==> src/rtl/instr_fetch_pkg.sv <==
// instr_fetch_pkg: shared fetch-stage FSM encodings and opcode field position.
package instr_fetch_pkg;

    typedef enum logic {
        FETCH_IDLE = 1'b0,
        FETCH_WAIT = 1'b1
    } fetch_state_e;

    // The opcode occupies the top bits of the instruction word.
    function automatic int opcode_lsb(input int data_width, input int opcode_width);
        return data_width - opcode_width;
    endfunction

endpackage

==> src/rtl/program_counter.sv <==
// program_counter: PC register with jump load, wrapping increment and sync reset.
module program_counter #(
    parameter int                    ADDR_WIDTH = 8,
    parameter logic [ADDR_WIDTH-1:0] RESET_PC   = '0
) (
    input  logic                  clock,
    input  logic                  reset,
    input  logic                  load,
    input  logic                  inc,
    input  logic [ADDR_WIDTH-1:0] load_val,
    output logic [ADDR_WIDTH-1:0] pc
);

    logic [ADDR_WIDTH-1:0] pc_d, pc_q;

    always_comb pc_d = load ? load_val : inc ? pc_q + 1'b1 : pc_q;

    always_ff @(posedge clock) pc_q <= reset ? RESET_PC : pc_d;

    assign pc = pc_q;

endmodule

==> src/rtl/instr_fetch.sv <==
// instr_fetch: PC ownership, req/ack program-memory read and instruction register.
module instr_fetch
    import instr_fetch_pkg::*;
#(
    parameter int                    ADDR_WIDTH   = 8,
    parameter int                    DATA_WIDTH   = 16,
    parameter int                    OPCODE_WIDTH = 2,
    parameter logic [ADDR_WIDTH-1:0] RESET_PC     = '0
) (
    input  logic                               clock,
    input  logic                               reset,
    input  logic                               fetch,
    input  logic                               pc_load,
    input  logic [ADDR_WIDTH-1:0]              pc_in,
    output logic [ADDR_WIDTH-1:0]              mem_addr,
    output logic                               mem_req,
    input  logic                               mem_ack,
    input  logic [DATA_WIDTH-1:0]              mem_data,
    output logic [OPCODE_WIDTH-1:0]            opcode,
    output logic [DATA_WIDTH-OPCODE_WIDTH-1:0] operand,
    output logic [ADDR_WIDTH-1:0]              pc,
    output logic                               busy,
    output logic                               ir_valid
);

    localparam int OP_LSB = opcode_lsb(DATA_WIDTH, OPCODE_WIDTH);

    fetch_state_e          state_d, state_q;
    logic                  mem_req_d, mem_req_q;
    logic [ADDR_WIDTH-1:0] mem_addr_d, mem_addr_q;
    logic [DATA_WIDTH-1:0] ir_d, ir_q;
    logic                  ir_valid_d, ir_valid_q;
    logic                  pc_ld, pc_inc;

    // A jump issued with a fetch also lands in the PC, so pc == mem_addr throughout WAIT
    // and the ack increment yields mem_addr + 1.
    always_comb begin
        state_d    = state_q;
        mem_req_d  = mem_req_q;
        mem_addr_d = mem_addr_q;
        ir_d       = ir_q;
        ir_valid_d = ir_valid_q;
        pc_ld      = 1'b0;
        pc_inc     = 1'b0;
        if (state_q == FETCH_IDLE) begin
            pc_ld = pc_load;
            if (fetch) begin
                state_d    = FETCH_WAIT;
                mem_req_d  = 1'b1;
                mem_addr_d = pc_load ? pc_in : pc;
            end
        end else if (mem_ack) begin
            state_d    = FETCH_IDLE;
            mem_req_d  = 1'b0;
            ir_d       = mem_data;
            ir_valid_d = 1'b1;
            pc_inc     = 1'b1;
        end
    end

    always_ff @(posedge clock) begin
        if (reset) begin
            state_q    <= FETCH_IDLE;
            mem_req_q  <= 1'b0;
            mem_addr_q <= RESET_PC;
            ir_q       <= '0;
            ir_valid_q <= 1'b0;
        end else begin
            state_q    <= state_d;
            mem_req_q  <= mem_req_d;
            mem_addr_q <= mem_addr_d;
            ir_q       <= ir_d;
            ir_valid_q <= ir_valid_d;
        end
    end

    program_counter #(
        .ADDR_WIDTH(ADDR_WIDTH),
        .RESET_PC  (RESET_PC)
    ) u_pc (
        .clock   (clock),
        .reset   (reset),
        .load    (pc_ld),
        .inc     (pc_inc),
        .load_val(pc_in),
        .pc      (pc)
    );

    assign mem_addr = mem_addr_q;
    assign mem_req  = mem_req_q;
    assign opcode   = ir_q[OP_LSB +: OPCODE_WIDTH];
    assign operand  = ir_q[OP_LSB-1:0];
    assign busy     = (state_q == FETCH_WAIT);
    assign ir_valid = ir_valid_q;

endmodule

==> config.mk <==
export PLATFORM = sky130hd
export DESIGN_NAME = instr_fetch
export DESIGN_NICKNAME = d
export VERILOG_FILES = /design/src/rtl/instr_fetch_pkg.sv /design/src/rtl/program_counter.sv /design/src/rtl/instr_fetch.sv
export SDC_FILE = /design/constraint.sdc
export NUM_CORES = 1
export LEC_CHECK = 0
export BUFFER_PORTS_ARGS = -buffer_cell sky130_fd_sc_hd__buf_2
export CORE_ASPECT_RATIO = 1.1
export CORE_UTILIZATION = 49
export DETAILED_ROUTE_END_ITERATION = 12
export PLACE_DENSITY = 0.82
export SKIP_LAST_GASP = 1
export SYNTH_ARGS = -nofsm -noshare
export SYNTH_HDL_FRONTEND = slang
export SYNTH_SLANG_ARGS = --single-unit
==> constraint.sdc <==
create_clock -name clock -period 2.2 [get_ports clock]
set_input_delay 0.33 -clock clock [delete_from_list [all_inputs] [get_ports clock]]
set_output_delay 0.33 -clock clock [all_outputs]
set_load 0.05 [all_outputs]
## After elaboration in Yosys (flattened, before gate mapping)

Cells that the tools add are included.

| word-level totals | value |
|---|---|
| bits of input ports | 29 |
| output and inout port bits | 35 |
| flip-flop bits (word level) | 35 |

| operators by class | value |
|---|---|
| multiplexer cells | 12 |
| bitwise gates (word level) | 1 |
| add/sub/neg operators | 1 |
| reduce and logical (&&, ||, !) cells | 5 |
| eq/ne operators | 1 |

Operators with widths:

| kind | number |
|---|---|
| two-way mux 8 bit | 3 |
| two-way mux 1 bit | 9 |
| adder 8 x 1 -> 8 bit, second input constant | 1 |
| AND reduction 2 bit | 3 |
| nonzero test 2 bit | 2 |
| != test 2 bit, second input constant | 1 |
| inverter 1 bit | 1 |

## Depth between registers and ports, before layout

Gate-level depths: netlist of run 1.

| logic depth | value |
|---|---|
| depth in word-level cells | 4 |
| gate-level depth with buffers | 6 |

## Hierarchy

Synthesis of run 1 repeated with hierarchy kept, for this count alone.

| unflattened totals | value |
|---|---|
| cells, all modules | 171 |
| area, all modules | 1501.4 um^2 |

Modules (own cells, without submodules):

| module | cells each | seq. area each (um^2) | times used | area each (um^2) |
|---|---|---|---|---|
| instr_fetch | 118 | 540.5 | 1 | 1037.2 |
| program_counter | 53 | 160.2 | 1 | 464.2 |

## Least setup slack after synthesis of run 1

OpenSTA, ideal clock, no wires.

| timing path | value |
|---|---|
| kind | register to register |
| start | register u_pc.pc_q[0], in the netlist u_pc.pc[0] |
| end | register u_pc.pc_q[4], in the netlist u_pc.pc[4] |
| period minus slack after synthesis | 1.700 ns |
| arrival | 1.609 ns |
| path slack | 0.500 ns |
| buffers on the path | 0 |
| required time | 2.109 ns |
| library setup time | 0.091 ns |
| stages on the path, launching flop included | 5 |
| cell sequence | dfxtp_1 -> ha_1 -> nand3_2 -> or3_1 -> a311oi_1 |

| between the ends | value |
|---|---|
| word-level cells in the longest chain between the ends | 3 |

RTL lines:

| element | RTL line | source |
|---|---|---|
| start, declared | program_counter.sv:14 | `logic [ADDR_WIDTH-1:0] pc_d, pc_q;` |
| start signal, assigned | program_counter.sv:18 | `always_ff @(posedge clock) pc_q <= reset ? RESET_PC : pc_d;` |
| adder 8 x 1 -> 8 bit | program_counter.sv:16 | `always_comb pc_d = load ? load_val : inc ? pc_q + 1'b1 : pc_q;` |
| two-way mux 8 bit (2 in a row) | program_counter.sv:16 |  |

No other way between the ends. The select of a mux whose other input is x is not followed.
A chain may end at the register's enable or synchronous reset.

## Worst setup path after layout of run 1

| timing path | value |
|---|---|
| start | register state_q, in the netlist busy |
| end | register u_pc.pc_q[7], in the netlist u_pc.pc[7] |

| between the ends | value |
|---|---|
| word-level cells in the longest chain between the ends | 2 |

RTL lines:

| element | RTL line | source |
|---|---|---|
| start, declared | instr_fetch.sv:28 | `fetch_state_e state_d, state_q;` |
| start signal, assigned | instr_fetch.sv:69 | `state_q <= state_d;` |
| two-way mux 1 bit | instr_fetch.sv:45 | `if (state_q == FETCH_IDLE) begin` |
| two-way mux 8 bit / nonzero test 2 bit (equally long branches) | n/a |  |

Parallel ways exist; a longest one is shown, timed or not.

==> impl_metrics.prom, run 1 <==
# TYPE chip_impl_metric gauge
chip_impl_info{name="outcome",value="completed"} 1
chip_impl_metric{name="floorplan.die_area",unit="mm^2"} 0.00318
chip_impl_metric{name="critPathMaxFanout",unit=""} 19
chip_impl_metric{name="boundaryPins",unit=""} 64
chip_impl_info{name="crit-reg2reg-launch",value="busy"} 1
chip_impl_metric{name="period_minus_slack",unit="ns"} 1.66
chip_impl_info{name="cts_tree",value="built"} 1
chip_impl_metric{name="cp_num_buf_inv",unit=""} 0
chip_impl_metric{name="first_pass_grt_wire_length",unit="um"} 5200
chip_impl_metric{name="number_of_instances_in_the_synthesized_netlist",unit=""} 171
chip_impl_metric{name="clock_latency",unit="ns"} 0.34
chip_impl_info{name="timing.critical_path.cells",value="nand2_2, or4_1, o221ai_2"} 1
chip_impl_metric{name="timing_hold_violations_final",unit=""} 0
chip_impl_metric{name="hpwlAfterDp",unit="um"} 2320
chip_impl_metric{name="remaining_drc_errors",unit=""} 0
chip_impl_metric{name="first_iter_violations",unit=""} 24
chip_impl_info{name="critical-path-slowest-cell",value="or4_1"} 1
chip_impl_metric{name="die-width",unit="um"} 53.8
chip_impl_metric{name="synth.yosys.seq_area_share",unit="%"} 48.4
chip_impl_metric{name="grt_overflow_total",unit=""} 0
chip_impl_metric{name="post-route-period-util",unit="%"} 75.3
chip_impl_metric{name="syn2layout_area_growth",unit="%"} 25.3
chip_impl_info{name="yosys-top-cells-count",value="dfxtp_1 (35), nand2_1 (33), a21oi_1 (18), nor2_1 (18), a211oi_1 (10)"} 1
chip_impl_metric{name="post_cts_resize_count",unit=""} 0
chip_impl_metric{name="postSynth.asyncResetShare",unit="%"} 0
chip_impl_metric{name="cp_data_arrival_time",unit="ns"} 1.92
chip_impl_metric{name="ctsHoldBuffers",unit=""} 0
chip_impl_metric{name="netlist_area",unit="mm^2"} 0.00145
chip_impl_info{name="worstHoldEndpoint",value="ir_q[12]"} 1
chip_impl_metric{name="cts.path.max_buffers",unit=""} 2
chip_impl_info{name="crit_path_start_kind",value="register"} 1
chip_impl_info{name="leading_area_contributor_after_synthesis",value="dfxtp_1"} 1
chip_impl_info{name="hp-start",value="mem_data[12]"} 1
chip_impl_info{name="synthTopCellsByArea",value="dfxtp_1 (48%), nand2_1 (8.6%), a21oi_1 (6.2%), mux2i_1 (5.5%), a211oi_1 (5.2%)"} 1
chip_impl_metric{name="dpl.cell_count",unit=""} 257
chip_impl_metric{name="yosys.cell_types.count",unit=""} 30
chip_impl_info{name="yosys.cell_count.top_type",value="dfxtp_1"} 1
chip_impl_metric{name="drt-total-wl",unit="um"} 3310
chip_impl_metric{name="numPortBuffers",unit=""} 63
chip_impl_metric{name="yosysTopAreaCellShare",unit="%"} 48.4
chip_impl_metric{name="hold_slack",unit="ns"} 0.213
chip_impl_metric{name="postPlaceCellArea",unit="mm^2"} 0.00176
chip_impl_metric{name="ant_nets",unit=""} 0
chip_impl_metric{name="dr_total_vias",unit=""} 1352
chip_impl_metric{name="achievable_frequency",unit="GHz"} 0.603
chip_impl_metric{name="gpl.final_weighted_congestion",unit=""} 0.780
chip_impl_metric{name="post-cts-setup-buffer-count",unit=""} 0
chip_impl_metric{name="synth_edf_count",unit=""} 0
chip_impl_metric{name="postSynthNetCount",unit=""} 201
chip_impl_metric{name="fin_util",unit="%"} 65.3
chip_impl_metric{name="grt_pass1_vias",unit=""} 1141
chip_impl_metric{name="reg2regPathDepth",unit=""} 3
chip_impl_metric{name="slowest_delay",unit="ns"} 0.56
chip_impl_metric{name="syn_area_per_cell",unit="um^2"} 8.47
chip_impl_metric{name="routed_via_density",unit=""} 5.10
chip_impl_metric{name="grt.total_usage",unit="%"} 23.2
chip_impl_metric{name="n_antenna_cell",unit=""} 0
chip_impl_info{name="grt_most_used_layer",value="met2"} 1
chip_impl_info{name="holdCritPathClass",value="input pin to register"} 1
chip_impl_metric{name="ff2ff_setup_slack",unit="ns"} 0.54
chip_impl_metric{name="row_count",unit=""} 20
chip_impl_metric{name="total_stage_count_of_the_critical_path",unit=""} 3
chip_impl_info{name="timing.critical_path.max_delay_family",value="simple AND/OR/NAND/NOR gates"} 1
chip_impl_metric{name="grt_use_met3",unit="%"} 8.72
chip_impl_info{name="critical_path.endpoint_type",value="register"} 1
chip_impl_metric{name="layout_nets",unit=""} 261
chip_impl_metric{name="number_of_warnings_reported_in_the_yosys_synthesis_log",unit=""} 0
chip_impl_metric{name="grt_start_max_net_pins",unit=""} 38
chip_impl_metric{name="post_route_cells_drive_above_1_share",unit="%"} 32.3
chip_impl_metric{name="clkSinkCount",unit=""} 35
chip_impl_metric{name="final_area",unit="mm^2"} 0.00181
chip_impl_metric{name="final.setup.tns",unit="ns"} 0
chip_impl_metric{name="pd_cells",unit="mW/mm^2"} 748
chip_impl_info{name="setup.worst_path.class",value="register to register"} 1
chip_impl_metric{name="clk_pin_slew_worst_paths",unit="ns"} 0.10
chip_impl_metric{name="worstPathRequired",unit="ns"} 2.46
chip_impl_metric{name="vdd.ir_drop.worst",unit="V"} 0.000504
chip_impl_metric{name="detail_route.wl_per_cell",unit="um"} 12.5
chip_impl_metric{name="antenna_violations_before_repair",unit=""} 0
chip_impl_metric{name="dr.pass1.iters",unit=""} 4
chip_impl_metric{name="global_route.usage.met2",unit="%"} 32.8
chip_impl_info{name="worstReg2RegEnd",value="u_pc.pc[7]"} 1
chip_impl_metric{name="floorplan.initialDensity",unit="%"} 52.1
chip_impl_metric{name="static-leakage-power",unit="nW"} 0.821
chip_impl_metric{name="synth_seq_cells",unit=""} 35
chip_impl_metric{name="ctsHtreeMaxLevel",unit=""} 2
chip_impl_metric{name="gr-usage-met1",unit="%"} 31.2
chip_impl_metric{name="max_cap_violations",unit=""} 0
chip_impl_metric{name="layoutNonFillerInstCount",unit=""} 265
chip_impl_metric{name="cts_made_buffers",unit=""} 5
chip_impl_info{name="cts_root_buffer",value="clkbuf_4"} 1
chip_impl_info{name="rsz_0062_raised_after_global_routing",value="no"} 1
chip_impl_metric{name="finClkSkew",unit="ns"} 0.00628
chip_impl_metric{name="setup_viol_count_final",unit=""} 0
chip_impl_metric{name="maxSlewViolCount",unit=""} 0
chip_impl_info{name="synthFlopType",value="dfxtp_1"} 1
chip_impl_metric{name="max_slew.worst_pin.slew",unit="ns"} 0.669
chip_impl_metric{name="fillers",unit=""} 257
chip_impl_metric{name="core-area",unit="mm^2"} 0.00278
chip_impl_metric{name="chipHeight",unit="um"} 59.0
chip_impl_metric{name="holdPathStages",unit=""} 3
chip_impl_metric{name="slew_headroom",unit="%"} 55.4
## worst max-delay path by stage
stage                             to  slack, ns       start
after floorplan           u_pc.pc[4]       0.50  u_pc.pc[0]
after global placement    u_pc.pc[7]       0.67        busy
after detailed placement  u_pc.pc[7]       0.59        busy
after CTS                 u_pc.pc[7]       0.56        busy
after global routing      u_pc.pc[7]       0.46        busy
final                     u_pc.pc[7]       0.54        busy
## report_power, final
part	internal [mW]	switching (mW)	total, mW
sequential	0.673	0.0342	0.708
combinational	0.0890	0.231	0.320
clock	0.124	0.204	0.329
total	0.887	0.470	1.36
## cell type report
class | count | area, um^2 | area share (%)
clock inverters | 1 | 5.00 | 0.276
well taps | 33 | 41.3 | 2.28
inverters | 3 | 11.3 | 0.621
multi-input cells | 121 | 681 | 37.5
repair buffers | 65 | 330 | 18.2
flip-flops and latches | 35 | 701 | 38.6
clock buffers | 7 | 45.0 | 2.48
## metal layers
metal  up-vias  wire, um
met5         -         0
met4         0        53
met3         6       181
met2        35      1530
met1       596      1540
li1        715         -
## logic make-up (layout without fill, tap and decap cells)
family,count (synthesis),after routing,share of synthesized area [%]
DFF,35,35,48.4
xor gates and xnor gates,2,2,1.21
muxes,8,8,5.53
buffers and inverters,15,76,4.58
and+or+nand+nor,70,70,21.6
adders and majority gates,1,1,0.864
AOI/OAI and AO/OA,40,40,17.8
## sequential cells by signal, summed over array words and instances (netlist names)
signal    count
ir_valid      1
mem_addr      8
u_pc.pc       8
ir_q         16
mem_req       1
busy          1
## worst min-delay path: stages
cell and delay (ns):
buf_2 0.09, nand2_1 0.04, a21oi_1 0.05
## per-stage QoR
| stage | total power [mW] | setup slack, ns |
|---|---|---|
| 4_1_cts | 1.36 | 0.557 |
| 3_5_place_dp | 1.04 | 0.591 |
| 2_1_floorplan | 0.956 | 0.500 |
| 3_3_place_gp | 1.04 | 0.669 |
| 6_report | 1.36 | 0.543 |
| 5_1_grt | 1.43 | 0.457 |
## cell usage in the layout, fill, tap and decap left out, types with 2 or more instances in the layout
| cell type | n |
|---|---|
| xnor2_1 | 2 |
| buf_4 | 2 |
| inv_1 | 3 |
| buf_2 | 63 |
| or3_1 | 4 |
| dfxtp_1 | 35 |
| clkbuf_4 | 5 |
| a211oi_1 | 10 |
| nor2b_1 | 2 |
| a21oi_1 | 18 |
| nand3_1 | 3 |
| a311oi_1 | 4 |
| nand2_1 | 33 |
| nor2_1 | 18 |
| o21ai_0 | 4 |
| nand4_1 | 2 |
| mux2i_1 | 8 |
| clkbuf_1 | 2 |
Power figures use the tool's default switching activity.
==> run 2: changes to the inputs <==
--- a/config.mk
+++ b/config.mk
@@ -7,9 +7,9 @@
 export LEC_CHECK = 0
 export BUFFER_PORTS_ARGS = -buffer_cell sky130_fd_sc_hd__buf_2
 export CORE_ASPECT_RATIO = 1.1
-export CORE_UTILIZATION = 49
+export CORE_UTILIZATION = 46
 export DETAILED_ROUTE_END_ITERATION = 12
-export PLACE_DENSITY = 0.82
+export PLACE_DENSITY = 0.78
 export SKIP_LAST_GASP = 1
 export SYNTH_ARGS = -nofsm -noshare
 export SYNTH_HDL_FRONTEND = slang
==> constraint.sdc (replaced) <==
create_clock -name clock -period 1.7 [get_ports clock]
set_input_delay 0.255 -clock clock [delete_from_list [all_inputs] [get_ports clock]]
set_output_delay 0.255 -clock clock [all_outputs]
set_load 0.05 [all_outputs]
==> run 2 against run 1 <==
Net effect:
- total power grew 30%
- critical path depth decreased by 2
- wire length down 3.6%
- final cell count increased by 1.1%
- hold slack got worse by 0.070 ns
- design area grew 1.5%
- first-iteration DRC count shrank 4.2%
==> impl_metrics.prom, run 2 (synthesis results as in run 1) <==
# TYPE chip_impl_metric gauge
chip_impl_info{name="outcome",value="completed"} 1
chip_impl_metric{name="hpwlAfterDp",unit="um"} 2370
chip_impl_metric{name="post_cts_resize_count",unit=""} 0
chip_impl_metric{name="syn2layout_area_growth",unit="%"} 27.2
chip_impl_metric{name="grt_overflow_total",unit=""} 0
chip_impl_info{name="setup.worst_path.class",value="register to output pin"} 1
chip_impl_metric{name="clock_latency",unit="ns"} 0.33
chip_impl_metric{name="static-leakage-power",unit="nW"} 0.834
chip_impl_metric{name="detail_route.wl_per_cell",unit="um"} 11.9
chip_impl_metric{name="postPlaceCellArea",unit="mm^2"} 0.00179
chip_impl_metric{name="routed_via_density",unit=""} 5.18
chip_impl_info{name="regMostFlops",value="ir_q"} 1
chip_impl_metric{name="n_antenna_cell",unit=""} 0
chip_impl_metric{name="boundaryPins",unit=""} 64
chip_impl_metric{name="remaining_drc_errors",unit=""} 0
chip_impl_metric{name="ctsHoldBuffers",unit=""} 0
chip_impl_metric{name="layout_nets",unit=""} 264
chip_impl_metric{name="cp_num_buf_inv",unit=""} 1
chip_impl_metric{name="cts_made_buffers",unit=""} 5
chip_impl_metric{name="drt-total-wl",unit="um"} 3190
chip_impl_info{name="mostFrequentLayoutCell",value="buf_2"} 1
chip_impl_metric{name="final_area",unit="mm^2"} 0.00184
chip_impl_metric{name="setup_viol_count_final",unit=""} 0
chip_impl_metric{name="row_count",unit=""} 20
chip_impl_metric{name="achievable_frequency",unit="GHz"} 0.681
chip_impl_metric{name="grt_start_max_net_pins",unit=""} 25
chip_impl_metric{name="grt.total_usage",unit="%"} 19.5
chip_impl_info{name="cts_root_buffer",value="clkbuf_4"} 1
chip_impl_metric{name="period_minus_slack",unit="ns"} 1.47
chip_impl_metric{name="dr_total_vias",unit=""} 1387
chip_impl_metric{name="core-area",unit="mm^2"} 0.00288
chip_impl_info{name="timing.critical_path.max_delay_family",value="flip-flops"} 1
chip_impl_info{name="crit_path_start_kind",value="register"} 1
chip_impl_metric{name="worstPathRequired",unit="ns"} 1.44
chip_impl_metric{name="ant_nets",unit=""} 0
chip_impl_info{name="layout.cells.most_common_list",value="buf_2 (63), dfxtp_1 (34), nand2_1 (33)"} 1
chip_impl_metric{name="p_total",unit="mW"} 1.76
chip_impl_metric{name="max_cap_violations",unit=""} 0
chip_impl_metric{name="dr.pass1.iters",unit=""} 4
chip_impl_metric{name="antenna_violations_before_repair",unit=""} 0
chip_impl_metric{name="floorplan.die_area",unit="mm^2"} 0.00338
chip_impl_metric{name="ctsHtreeMaxLevel",unit=""} 2
chip_impl_metric{name="final.setup.tns",unit="ns"} 0
chip_impl_info{name="cts_tree",value="built"} 1
chip_impl_metric{name="clk_pin_slew_worst_paths",unit="ns"} 0.11
chip_impl_info{name="holdCritPathClass",value="input pin to register"} 1
chip_impl_metric{name="chipHeight",unit="um"} 60.8
chip_impl_metric{name="timing_hold_violations_final",unit=""} 0
chip_impl_info{name="critical-path-slowest-cell",value="dfxtp_1"} 1
chip_impl_metric{name="floorplan.initialDensity",unit="%"} 50.3
chip_impl_metric{name="slew_headroom",unit="%"} 66.7
chip_impl_metric{name="hold_slack",unit="ns"} 0.144
chip_impl_info{name="critical_path.endpoint_type",value="output pin"} 1
chip_impl_info{name="rsz_0062_raised_after_global_routing",value="no"} 1
chip_impl_metric{name="numPortBuffers",unit=""} 63
chip_impl_info{name="timing.critical_path.cells",value="buf_2"} 1
chip_impl_metric{name="post_route_cells_drive_above_1_share",unit="%"} 34.0
chip_impl_metric{name="critPathMaxFanout",unit=""} 10
chip_impl_metric{name="largest_register_ff_count",unit=""} 16
chip_impl_metric{name="pd_cells",unit="mW/mm^2"} 958
chip_impl_metric{name="maxSlewViolCount",unit=""} 0
chip_impl_metric{name="cts.path.max_buffers",unit=""} 2
chip_impl_metric{name="post-cts-setup-buffer-count",unit=""} 0
chip_impl_metric{name="die-width",unit="um"} 55.5
chip_impl_metric{name="first_iter_violations",unit=""} 23
chip_impl_metric{name="gpl.final_weighted_congestion",unit=""} 0.784
chip_impl_metric{name="first_pass_grt_wire_length",unit="um"} 5100
chip_impl_metric{name="fin_util",unit="%"} 64.0
chip_impl_metric{name="cp_data_arrival_time",unit="ns"} 1.21
chip_impl_metric{name="finClkSkew",unit="ns"} 0.0148
chip_impl_metric{name="slowest_delay",unit="ns"} 0.54
chip_impl_metric{name="clkSinkCount",unit=""} 35
chip_impl_metric{name="vdd.ir_drop.worst",unit="V"} 0.000752
chip_impl_metric{name="post-route-period-util",unit="%"} 86.4
chip_impl_metric{name="grt_pass1_vias",unit=""} 1116
chip_impl_metric{name="max_slew.worst_pin.slew",unit="ns"} 0.500
[run 2: cell types whose count changed in the layout (fill, tap and decap cells not counted), sizes merged]
cell,delta
buf,+3
clkinvlp,+1
clkbuf,-1
[run 2: worst paths after layout]
path         slack [ns]         end          from  depth (start not counted)
max                0.23        busy          busy                          1
min                0.14    ir_q[12]  mem_data[12]                          3
max reg2reg        0.25  u_pc.pc[3]          busy                          3
min reg2reg        0.46     ir_q[4]       ir_q[4]                          2
[run 2: area by class of cell]
class	count	area (um^2)
Clock inverter	2	12.5
Tap cell	33	41.3
Sequential cell	35	702
Multi-Input combinational cell	121	681
Clock buffer	6	41.3
Inverter	3	11.3
Timing Repair Buffer	68	353
Fill cell	253	1040
[run 2: report_power, final]
part | switching, mW | internal [mW] | total, mW
Sequential | 0.0433 | 0.872 | 0.915
Clock | 0.272 | 0.160 | 0.432
Combinational | 0.298 | 0.120 | 0.418
[run 2: metrics by stage]
step / setup WS [ns] / cells
floorplan: 0.00862 / 171
global placement: 0.311 / 260
detailed placement: 0.281 / 260
CTS: 0.231 / 268
global route: 0.0996 / 268
finish: 0.231 / 268
[run 2: layer usage]
layer	GRT usage, %	share of wire, %	vias up
met3	4.69	5.1	5
met2	28.6	46	44
met1	27.4	48	619
met4	8.57	0.97	0
met5	0	0	-
li1	-	-	719
[run 2: worst min-delay path, stage by stage]
cell and delay, ns:
buf_2 0.09, nand2_1 0.04, a21oi_1 0.05
